--- config.mk ---
export PLATFORM = sky130hd
export DESIGN_NAME = muldiv_unit_flat
export DESIGN_NICKNAME = d
export VERILOG_FILES = /design/src/rtl/muldiv_unit_if.sv /design/src/rtl/muldiv_unit.sv /design/src/flat_wrapper.sv
export SDC_FILE = /design/constraint.sdc
export NUM_CORES = 1
export LEC_CHECK = 0
export BUFFER_PORTS_ARGS = -buffer_cell sky130_fd_sc_hd__buf_2
export CAP_MARGIN = 20
export CORE_UTILIZATION = 65
export DETAILED_ROUTE_END_ITERATION = 10
export HOLD_SLACK_MARGIN = 0.06
export PLACE_DENSITY = 0.87
export SKIP_CTS_REPAIR_TIMING = 1
export SLEW_MARGIN = 15
export SYNTH_ARGS = -nofsm -noshare
export SYNTH_HDL_FRONTEND = slang
export SYNTH_SLANG_ARGS = --single-unit
--- constraint.sdc ---
create_clock -name CLK -period 6.4 [get_ports CLK]
set_input_delay 1.28 -clock CLK [delete_from_list [all_inputs] [get_ports CLK]]
set_output_delay 1.28 -clock CLK [all_outputs]
set_load 0.05 [all_outputs]
--- src/rtl/muldiv_unit_if.sv ---
// muldiv_unit_if: launch/operand/MTHI-MTLO inputs and Busy/Done/Hi/Lo outputs of the multiply/divide unit
interface muldiv_unit_if #(parameter int WIDTH = 32);
  logic             Start;
  logic [1:0]       MdOp;
  logic [WIDTH-1:0] A;
  logic [WIDTH-1:0] B;
  logic             HiWe;
  logic             LoWe;
  logic [WIDTH-1:0] WData;
  logic             Busy;
  logic             Done;
  logic [WIDTH-1:0] Hi;
  logic [WIDTH-1:0] Lo;
  modport master (output Start, MdOp, A, B, HiWe, LoWe, WData, input Busy, Done, Hi, Lo);
  modport slave (input Start, MdOp, A, B, HiWe, LoWe, WData, output Busy, Done, Hi, Lo);
endinterface

--- src/rtl/muldiv_unit.sv ---
// muldiv_unit: iterative MULT/MULTU/DIV/DIVU with HI/LO; CLK, Reset, bus (Start/MdOp/A/B/HiWe/LoWe/WData in, Busy/Done/Hi/Lo out)
module muldiv_unit #(
  parameter int WIDTH = 32,
  parameter int CNTW  = 6
) (
  input logic CLK,
  input logic Reset,
  muldiv_unit_if.slave bus
);
  typedef enum logic [1:0] {IDLE, CALC, FIX} state_t;
  state_t state, state_nx;
  logic [1:0] op;
  logic [WIDTH-1:0] mag_b, a_raw, hw, lw, hi, lo, div_sub, quo_fix, rem_fix;
  logic [CNTW-1:0] cnt;
  logic neg_res, neg_div, dz, done, a_neg, b_neg, div_ok;
  logic [WIDTH:0] mul_sum, div_sh;
  logic [2*WIDTH-1:0] prod_fix;
  assign bus.Busy = state != IDLE;
  assign bus.Done = done;
  assign bus.Hi = hi;
  assign bus.Lo = lo;
  always_comb begin
    a_neg = bus.MdOp[0] & bus.A[WIDTH-1];
    b_neg = bus.MdOp[0] & bus.B[WIDTH-1];
    mul_sum = {1'b0, hw} + {1'b0, mag_b & {WIDTH{lw[0]}}};
    div_sh = {hw, lw[WIDTH-1]};
    div_ok = div_sh >= {1'b0, mag_b};
    div_sub = div_sh[WIDTH-1:0] - mag_b;
    prod_fix = neg_res ? -{hw, lw} : {hw, lw};
    quo_fix = neg_res ? -lw : lw;
    rem_fix = neg_div ? -hw : hw;
    state_nx = state == IDLE ? (bus.Start ? CALC : IDLE) :
               state == CALC ? (cnt == CNTW'(1) ? FIX : CALC) : IDLE;
  end
  always_ff @(posedge CLK)
    state <= Reset ? IDLE : state_nx;
  always_ff @(posedge CLK) begin
    if (Reset) begin
      op <= '0;
      mag_b <= '0;
      a_raw <= '0;
      hw <= '0;
      lw <= '0;
      hi <= '0;
      lo <= '0;
      cnt <= '0;
      neg_res <= 1'b0;
      neg_div <= 1'b0;
      dz <= 1'b0;
      done <= 1'b0;
    end else begin
      done <= state == FIX;
      case (state)
        IDLE:
          if (bus.Start) begin
            op <= bus.MdOp;
            mag_b <= b_neg ? -bus.B : bus.B;
            lw <= a_neg ? -bus.A : bus.A;
            hw <= '0;
            a_raw <= bus.A;
            neg_res <= a_neg ^ b_neg;
            neg_div <= a_neg;
            dz <= bus.MdOp[1] && bus.B == '0;
            cnt <= CNTW'(WIDTH);
          end else begin
            if (bus.HiWe) hi <= bus.WData;
            if (bus.LoWe) lo <= bus.WData;
          end
        CALC: begin
          cnt <= cnt - CNTW'(1);
          hw <= op[1] ? (div_ok ? div_sub : div_sh[WIDTH-1:0]) : mul_sum[WIDTH:1];
          lw <= op[1] ? {lw[WIDTH-2:0], div_ok} : {mul_sum[0], lw[WIDTH-1:1]};
        end
        FIX: begin
          hi <= op[1] ? (dz ? a_raw : rem_fix) : prod_fix[2*WIDTH-1:WIDTH];
          lo <= op[1] ? (dz ? '1 : quo_fix) : prod_fix[WIDTH-1:0];
        end
        default: ;
      endcase
    end
  end
endmodule

--- src/flat_wrapper.sv ---
// flat-port wrapper written by rule: the top's interface ports become plain ports
module muldiv_unit_flat 
#(
  parameter int WIDTH = 32,
  parameter int CNTW  = 6
)
  (CLK, Reset, bus_Start, bus_MdOp, bus_A, bus_B, bus_HiWe, bus_LoWe, bus_WData, bus_Busy, bus_Done, bus_Hi, bus_Lo);
  muldiv_unit_if #(.WIDTH(WIDTH)) bus_i ();
  input logic CLK;
  input logic Reset;
  input wire logic [$bits(bus_i.Start)-1:0] bus_Start;
  input wire logic [$bits(bus_i.MdOp)-1:0] bus_MdOp;
  input wire logic [$bits(bus_i.A)-1:0] bus_A;
  input wire logic [$bits(bus_i.B)-1:0] bus_B;
  input wire logic [$bits(bus_i.HiWe)-1:0] bus_HiWe;
  input wire logic [$bits(bus_i.LoWe)-1:0] bus_LoWe;
  input wire logic [$bits(bus_i.WData)-1:0] bus_WData;
  output wire logic [$bits(bus_i.Busy)-1:0] bus_Busy;
  output wire logic [$bits(bus_i.Done)-1:0] bus_Done;
  output wire logic [$bits(bus_i.Hi)-1:0] bus_Hi;
  output wire logic [$bits(bus_i.Lo)-1:0] bus_Lo;
  assign bus_i.Start = bus_Start;
  assign bus_i.MdOp = bus_MdOp;
  assign bus_i.A = bus_A;
  assign bus_i.B = bus_B;
  assign bus_i.HiWe = bus_HiWe;
  assign bus_i.LoWe = bus_LoWe;
  assign bus_i.WData = bus_WData;
  assign bus_Busy = bus_i.Busy;
  assign bus_Done = bus_i.Done;
  assign bus_Hi = bus_i.Hi;
  assign bus_Lo = bus_i.Lo;
  muldiv_unit #(.WIDTH(WIDTH), .CNTW(CNTW)) u_core (.CLK(CLK), .Reset(Reset), .bus(bus_i));
endmodule
# After elaboration in Yosys (flattened, before gate mapping)

Cells that the tools add are included.

Output and inout bits: 66
Word-level logic and storage cells: 71
Register bits after elaboration: 206
Input bits: 103

Reduce and logical (&&, ||, !) cells: 10
Eq/ne operators: 7
Mux-type cells: 28
Bitwise gates (word level): 4
Add/subtract/negate cells: 8
Order comparisons: 1

Operators by type and width:

| cell                                                | count |
|---|---|
| two-way mux 32 bit                                  | 17 |
| case mux 32 bit (2 select lines)                    | 4 |
| negation 32 bit                                     | 4 |
| two-way mux 64 bit                                  | 1 |
| negation 64 bit                                     | 1 |
| adder 32 x 32 -> 33 bit                             | 1 |
| greater-or-equal comparator 33 x 32 -> 1 bit        | 1 |
| bitwise AND 32 bit                                  | 1 |
| zero test 32 bit                                    | 1 |
| subtractor 32 bit                                   | 1 |
| case mux 6 bit (2 select lines)                     | 1 |
| inequality test 2 bit, second input constant        | 4 |
| equality test 6 x 1 -> 1 bit, second input constant | 1 |
| two-way mux 2 bit                                   | 3 |
| two-way mux 6 bit                                   | 1 |
| AND reduction 3 bit                                 | 2 |
| nonzero test 2 bit                                  | 3 |
| subtractor 6 x 1 -> 6 bit, second input constant    | 1 |
| AND reduction 2 bit                                 | 2 |
| bitwise AND 1 bit                                   | 2 |
| equality test 2 x 1 -> 1 bit, second input constant | 1 |
| equality test 2 bit, second input constant          | 1 |
| zero test 2 bit                                     | 1 |
| logical AND 1 bit                                   | 1 |
| other kinds (2)                                     | 2 |

# Logic depth before layout (Yosys ltp)

Word-level depth: 5
Gate-level depth with buffers: 14
Depth with buffers taken out: 13

# Least setup slack after synthesis

Ideal clock, no wire load.

Kind: input-to-reg
Start point: input bus_A[0]
End point: register u_core.lw[30]
Library setup time: 91 ps
Path buffers: 0
Arrival: 3456 ps
Required time: 6309 ps
Path slack: 2853 ps
Stages: 11
Cell sequence: inv_1 > ha_1 > or3b_2 > nor3_1 > and3_1 > and2_0 > nand2_1 > o21ai_0 > xnor2_1 > nand2_1 > a311oi_1

Longest elaborated chain between the ends: 4

Ends and longest elaborated chain:

| item                             | line               | source |
|---|---|---|
| from (decl)                      | flat_wrapper.sv:13 | `input wire logic [$bits(bus_i.A)-1:0] bus_A;` |
| negation 32 bit                  | muldiv_unit.sv:58  | `lw <= a_neg ? -bus.A : bus.A;` |
| two-way mux 32 bit               | muldiv_unit.sv:58  |  |
| two-way mux 32 bit               | muldiv_unit.sv:55  | `if (bus.Start) begin` |
| case mux 32 bit (2 select lines) | muldiv_unit.sv:53  | `case (state)` |
| to (signal assigned)             | muldiv_unit.sv:58  |  |
| to (signal assigned)             | muldiv_unit.sv:72  | `lw <= op[1] ? {lw[WIDTH-2:0], div_ok} : {mul_sum[0], lw[WIDTH-1:1]};` |
| to (decl)                        | muldiv_unit.sv:13  | `logic [WIDTH-1:0] mag_b, a_raw, hw, lw, hi, lo, div_sub, quo_fix, rem_fix;` |

No other way between the ends. The select of a mux whose other input is x is not followed.
A chain may end at the register's enable or synchronous reset.

# Worst setup path in the final report

Start point: register u_core.lw[0]
End point: register u_core.hw[28]

Longest elaborated chain between the ends: 4

Ends and longest elaborated chain:

| item                             | line              | source |
|---|---|---|
| bitwise AND 32 bit               | muldiv_unit.sv:25 | `mul_sum = {1'b0, hw} + {1'b0, mag_b & {WIDTH{lw[0]}}};` |
| adder 32 x 32 -> 33 bit          | muldiv_unit.sv:25 |  |
| two-way mux 32 bit               | muldiv_unit.sv:71 | `hw <= op[1] ? (div_ok ? div_sub : div_sh[WIDTH-1:0]) : mul_sum[WIDTH:1];` |
| case mux 32 bit (2 select lines) | muldiv_unit.sv:53 |  |
| to (signal assigned)             | muldiv_unit.sv:71 |  |
| to (decl)                        | muldiv_unit.sv:13 |  |

No other way between the ends.

==> out/summary.txt <==
status: completed
synth warn: 0
Final ANT Viol Nets: 0
CP Class: reg -> reg
DRC viols: 0
Pint: 0.002641 W
vias in the first global route: 16270
routed len/inst: 23.36 um
Die X: 160.1 um
CTS tree: built
first-pass GRT wire length: 92.76 mm
die height: 160.1 um
Post-Synth Simple-Gate Area: 20.91%
VDD IR-drop max: 0.0002287 V
Leakage: 7.143 nW
clock network fraction of design power: 35.9%
gr usage total: 45.83%
DR vias/cell: 7.042
sw power: 0.001535 W
sequential element share of the synthesized area: 25.26%
# fillers: 1950
Die Area: 25630 sq um
Cells after Synth: 2219
mux share of post-synthesis cell area: 3.235%
starting density of the core: 66.61%
Post-synth EDFFs: 0
Post-synth ARST share: 0%
P&R area growth vs syn: 9.626%
Post-Syn Area per Cell: 7.322 sq um
CORE AREA: 24390 sq um
max-slew violations: 0
setup violators final: 0
Placer Congestion: 1.039
FF+latch count, synth: 205
xor-xnor portion of the synthesized cell area: 8.086%
FF-to-FF End: u_core.hw[28]
Mapped Nets: 2394
share of cells above drive strength 1: 11.80%
Slew HR: 30.68%
post-synthesis adder-cell area fraction: 5.637%
worst path arrival time: 4520 ps
Seq pwr share: 36.0%
crit-path max FO: 30
clock sinks: 205
TritonRoute pass-1 iters: 7
RR Startpoint: u_core.lw[0]
Max Clock Freq: 248.0 MHz
RSZ-0062 raised after global routing: false
Power Density: 234.4 nW/um^2
post-synth cell types: 86
DP Area: 16950 sq um
Logic pwr share: 28.2%
Skew-Pair Late Insertion Delay: 550 ps
port buffer count: 168
crit path capture type: register
Worst Tran Pin Value: 1040 ps
Compound-Gate Fraction of Synth Area: 30.55%
TNS Setup: 0 ps
worst reg-to-reg setup slack: 2370 ps
WHS Path Cells: 2
HPWL after DPL: 44.54 mm
largest net degree at the start of global routing: 96
Req. time, crit path: 6890 ps
top_reg_cell synth: dfxtp_1
crit share post-route: 62.99%
crit start category: register
CTS Buffer Depth: 3
Routed WL: 60.91 mm
iteration-0 DRC count of the detailed router: 2837
# IOs: 169
vias: 18360
worst hold start: u_core.bus.Lo[5]
Syn Std Cell Area: 16250 sq um
Worst Skew: 16.83 ps
min cycle time layout: 4032 ps
Rows: 57
total gr overflow: 0
Hold Vio Cnt, Final: 0
initial antenna violation count: 2
sw frac: 36.76%
largest family of logic cells by synthesized area: compound AO/OA/AOI/OAI gates
# nets final: 2437
Inserted Clock Buffers: 23
final design instance area without fill: 17810 sq um
clk slew on worst S/H paths: 70 ps
max-cap violation count: 0
Worst Reg2Reg Path Length in Cells: 13
Hold Path End: u_core.bus.Lo[5]
clock root cell: clkbuf_16
worst min path class: reg -> reg
H-tree depth: 1
==> sequential cells by signal (all words and copies together) (netlist names) <==
register,count
u_core.cnt,6
u_core.dz,1
u_core.bus.Hi,32
u_core.hw,32
u_core.state,2
u_core.bus.Done,1
u_core.bus.Lo,32
u_core.mag_b,32
u_core.lw,32
u_core.a_raw,32
u_core.neg_div,1
u_core.op,1
u_core.neg_res,1
==> layer usage <==
metal | global-route usage, % | wire (um)
met1 | 64.44 | 24040
met2 | 65.53 | 24680
met3 | 13.95 | 9553
met4 | 16.45 | 2597
met5 | 0 | 27
==> cells by family (layout without fill, tap and decap cells) <==
group / Yosys count / after routing
AO/OA/AOI/OAI: 763 / 763
XOR/XNOR: 150 / 150
adder cells (fa/ha/maj): 72 / 72
buffers and inverters: 246 / 306
flip-flops: 205 / 205
multiplexers: 52 / 52
other: 0 / 4
AND/OR/NAND/NOR: 731 / 731
==> Yosys cell counts (all sizes together), types with 4 or more instances <==
| cell | n | share of area, % |
|---|---|---|
| xnor2 | 101 | 5.4 |
| o21bai | 7 | 0.32 |
| nand2b | 17 | 0.67 |
| nand2 | 265 | 6.1 |
| a311o | 4 | 0.25 |
| o31ai | 26 | 1.2 |
| a211o | 4 | 0.22 |
| o211ai | 28 | 1.3 |
| nand4 | 24 | 0.96 |
| a211oi | 98 | 4.5 |
| a31oi | 29 | 1.1 |
| mux2i | 48 | 3.0 |
| and3 | 19 | 0.73 |
| mux2 | 4 | 0.28 |
| a21oi | 245 | 7.6 |
| inv | 74 | 1.7 |
| nor2b | 16 | 0.62 |
| nand3 | 41 | 1.3 |
| nor3b | 4 | 0.18 |
| buf | 23 | 0.71 |
| nor2 | 212 | 4.9 |
| o22ai | 8 | 0.31 |
| o21ai | 129 | 4.0 |
| and4 | 4 | 0.22 |
| a22o | 9 | 0.49 |
| a221o | 4 | 0.25 |
| and2 | 10 | 0.39 |
| o21a | 16 | 0.74 |
| or3 | 31 | 1.2 |
| or4 | 13 | 0.62 |
| a221oi | 9 | 0.49 |
| xor2 | 49 | 2.6 |
| nor3 | 35 | 1.1 |
| o221ai | 39 | 2.1 |
| nor4 | 23 | 0.98 |
| a21o | 32 | 1.5 |
| o2111ai | 7 | 0.38 |
| ha | 70 | 5.4 |
| o41ai | 10 | 0.59 |
| a311oi | 12 | 0.65 |
| clkbuf | 147 | 3.8 |
| dfxtp | 205 | 25 |
| or2 | 10 | 0.39 |
| a22oi | 11 | 0.51 |
| a32o | 6 | 0.37 |
==> how the worst max path moves through the flow <==
stage                       from       endpoint  cells after the start
floorplan               bus_A[0]  u_core.lw[30]                     11
global placement        bus_A[1]  u_core.lw[30]                     12
detailed placement      bus_A[1]  u_core.lw[30]                     12
CTS                 u_core.lw[0]  u_core.hw[28]                     13
global route        u_core.lw[0]  u_core.hw[28]                     13
finish              u_core.lw[0]  u_core.hw[28]                     13
==> final cells by class <==
cell class	instances	area (sq um)	area share (%)
multi-input combinational	1768	11150	62.58
sequential	205	4108	23.06
timing repair buffer	190	1020	5.725
clock buffer	27	630.6	3.541
tap	324	405.4	2.276
inverter	74	277.8	1.560
clock inverter	15	214.0	1.201
antenna	4	10.01	0.05620
==> placed cells by master, fill, tap and decap left out, types with 41 or more instances in the layout <==
master	synthesis	layout
ha_1	70	70
xor2_1	49	49
nor2_1	211	207
a211oi_1	98	98
mux2i_1	48	48
buf_2	5	167
xnor2_1	101	101
inv_1	74	74
nand3_1	41	41
a21oi_1	244	244
o21ai_0	127	127
nand2_1	265	265
dfxtp_1	205	204
==> critical path, stage by stage (launching register included) <==
cell      delay, ps
dfxtp_1         420
inv_1           140
buf_4           360
nor2_1          110
ha_1            250
a211oi_1        260
o21bai_1        140
o22ai_1         430
o21ai_0         370
a21oi_1         380
o31ai_1         170
o41ai_1         360
mux2i_1         320
a32o_1          200
==> through the flow <==
| stage | setup WS [ps] | hold slack (ps) | util (%) | std cells | power, W |
|---|---|---|---|---|---|
| 2_1_floorplan | 2853 | 431.9 | - | 2219 | 0.002303 |
| 3_3_place_gp | 2319 | 437.1 | 69.41 | 2559 | 0.002612 |
| 3_5_place_dp | 2242 | 442.7 | 69.47 | 2560 | 0.002640 |
| 4_1_cts | 2538 | 448.0 | 72.94 | 2602 | 0.004108 |
| 5_1_grt | 2169 | 459.4 | 72.98 | 2603 | 0.004286 |
| 6_report | 2368 | 448.5 | 73.02 | 2607 | 0.004175 |
==> power by group through the flow <==
stage / sequential [W] / clock [W] / combinational (W)
2_1_floorplan: 0.00152 / 0 / 0.000779
3_3_place_gp: 0.00151 / 0 / 0.00110
3_5_place_dp: 0.00152 / 0 / 0.00112
4_1_cts: 0.00149 / 0.00148 / 0.00113
5_1_grt: 0.00150 / 0.00153 / 0.00126
6_report: 0.00150 / 0.00150 / 0.00118
No activity file was read; power rests on OpenSTA's default activity.
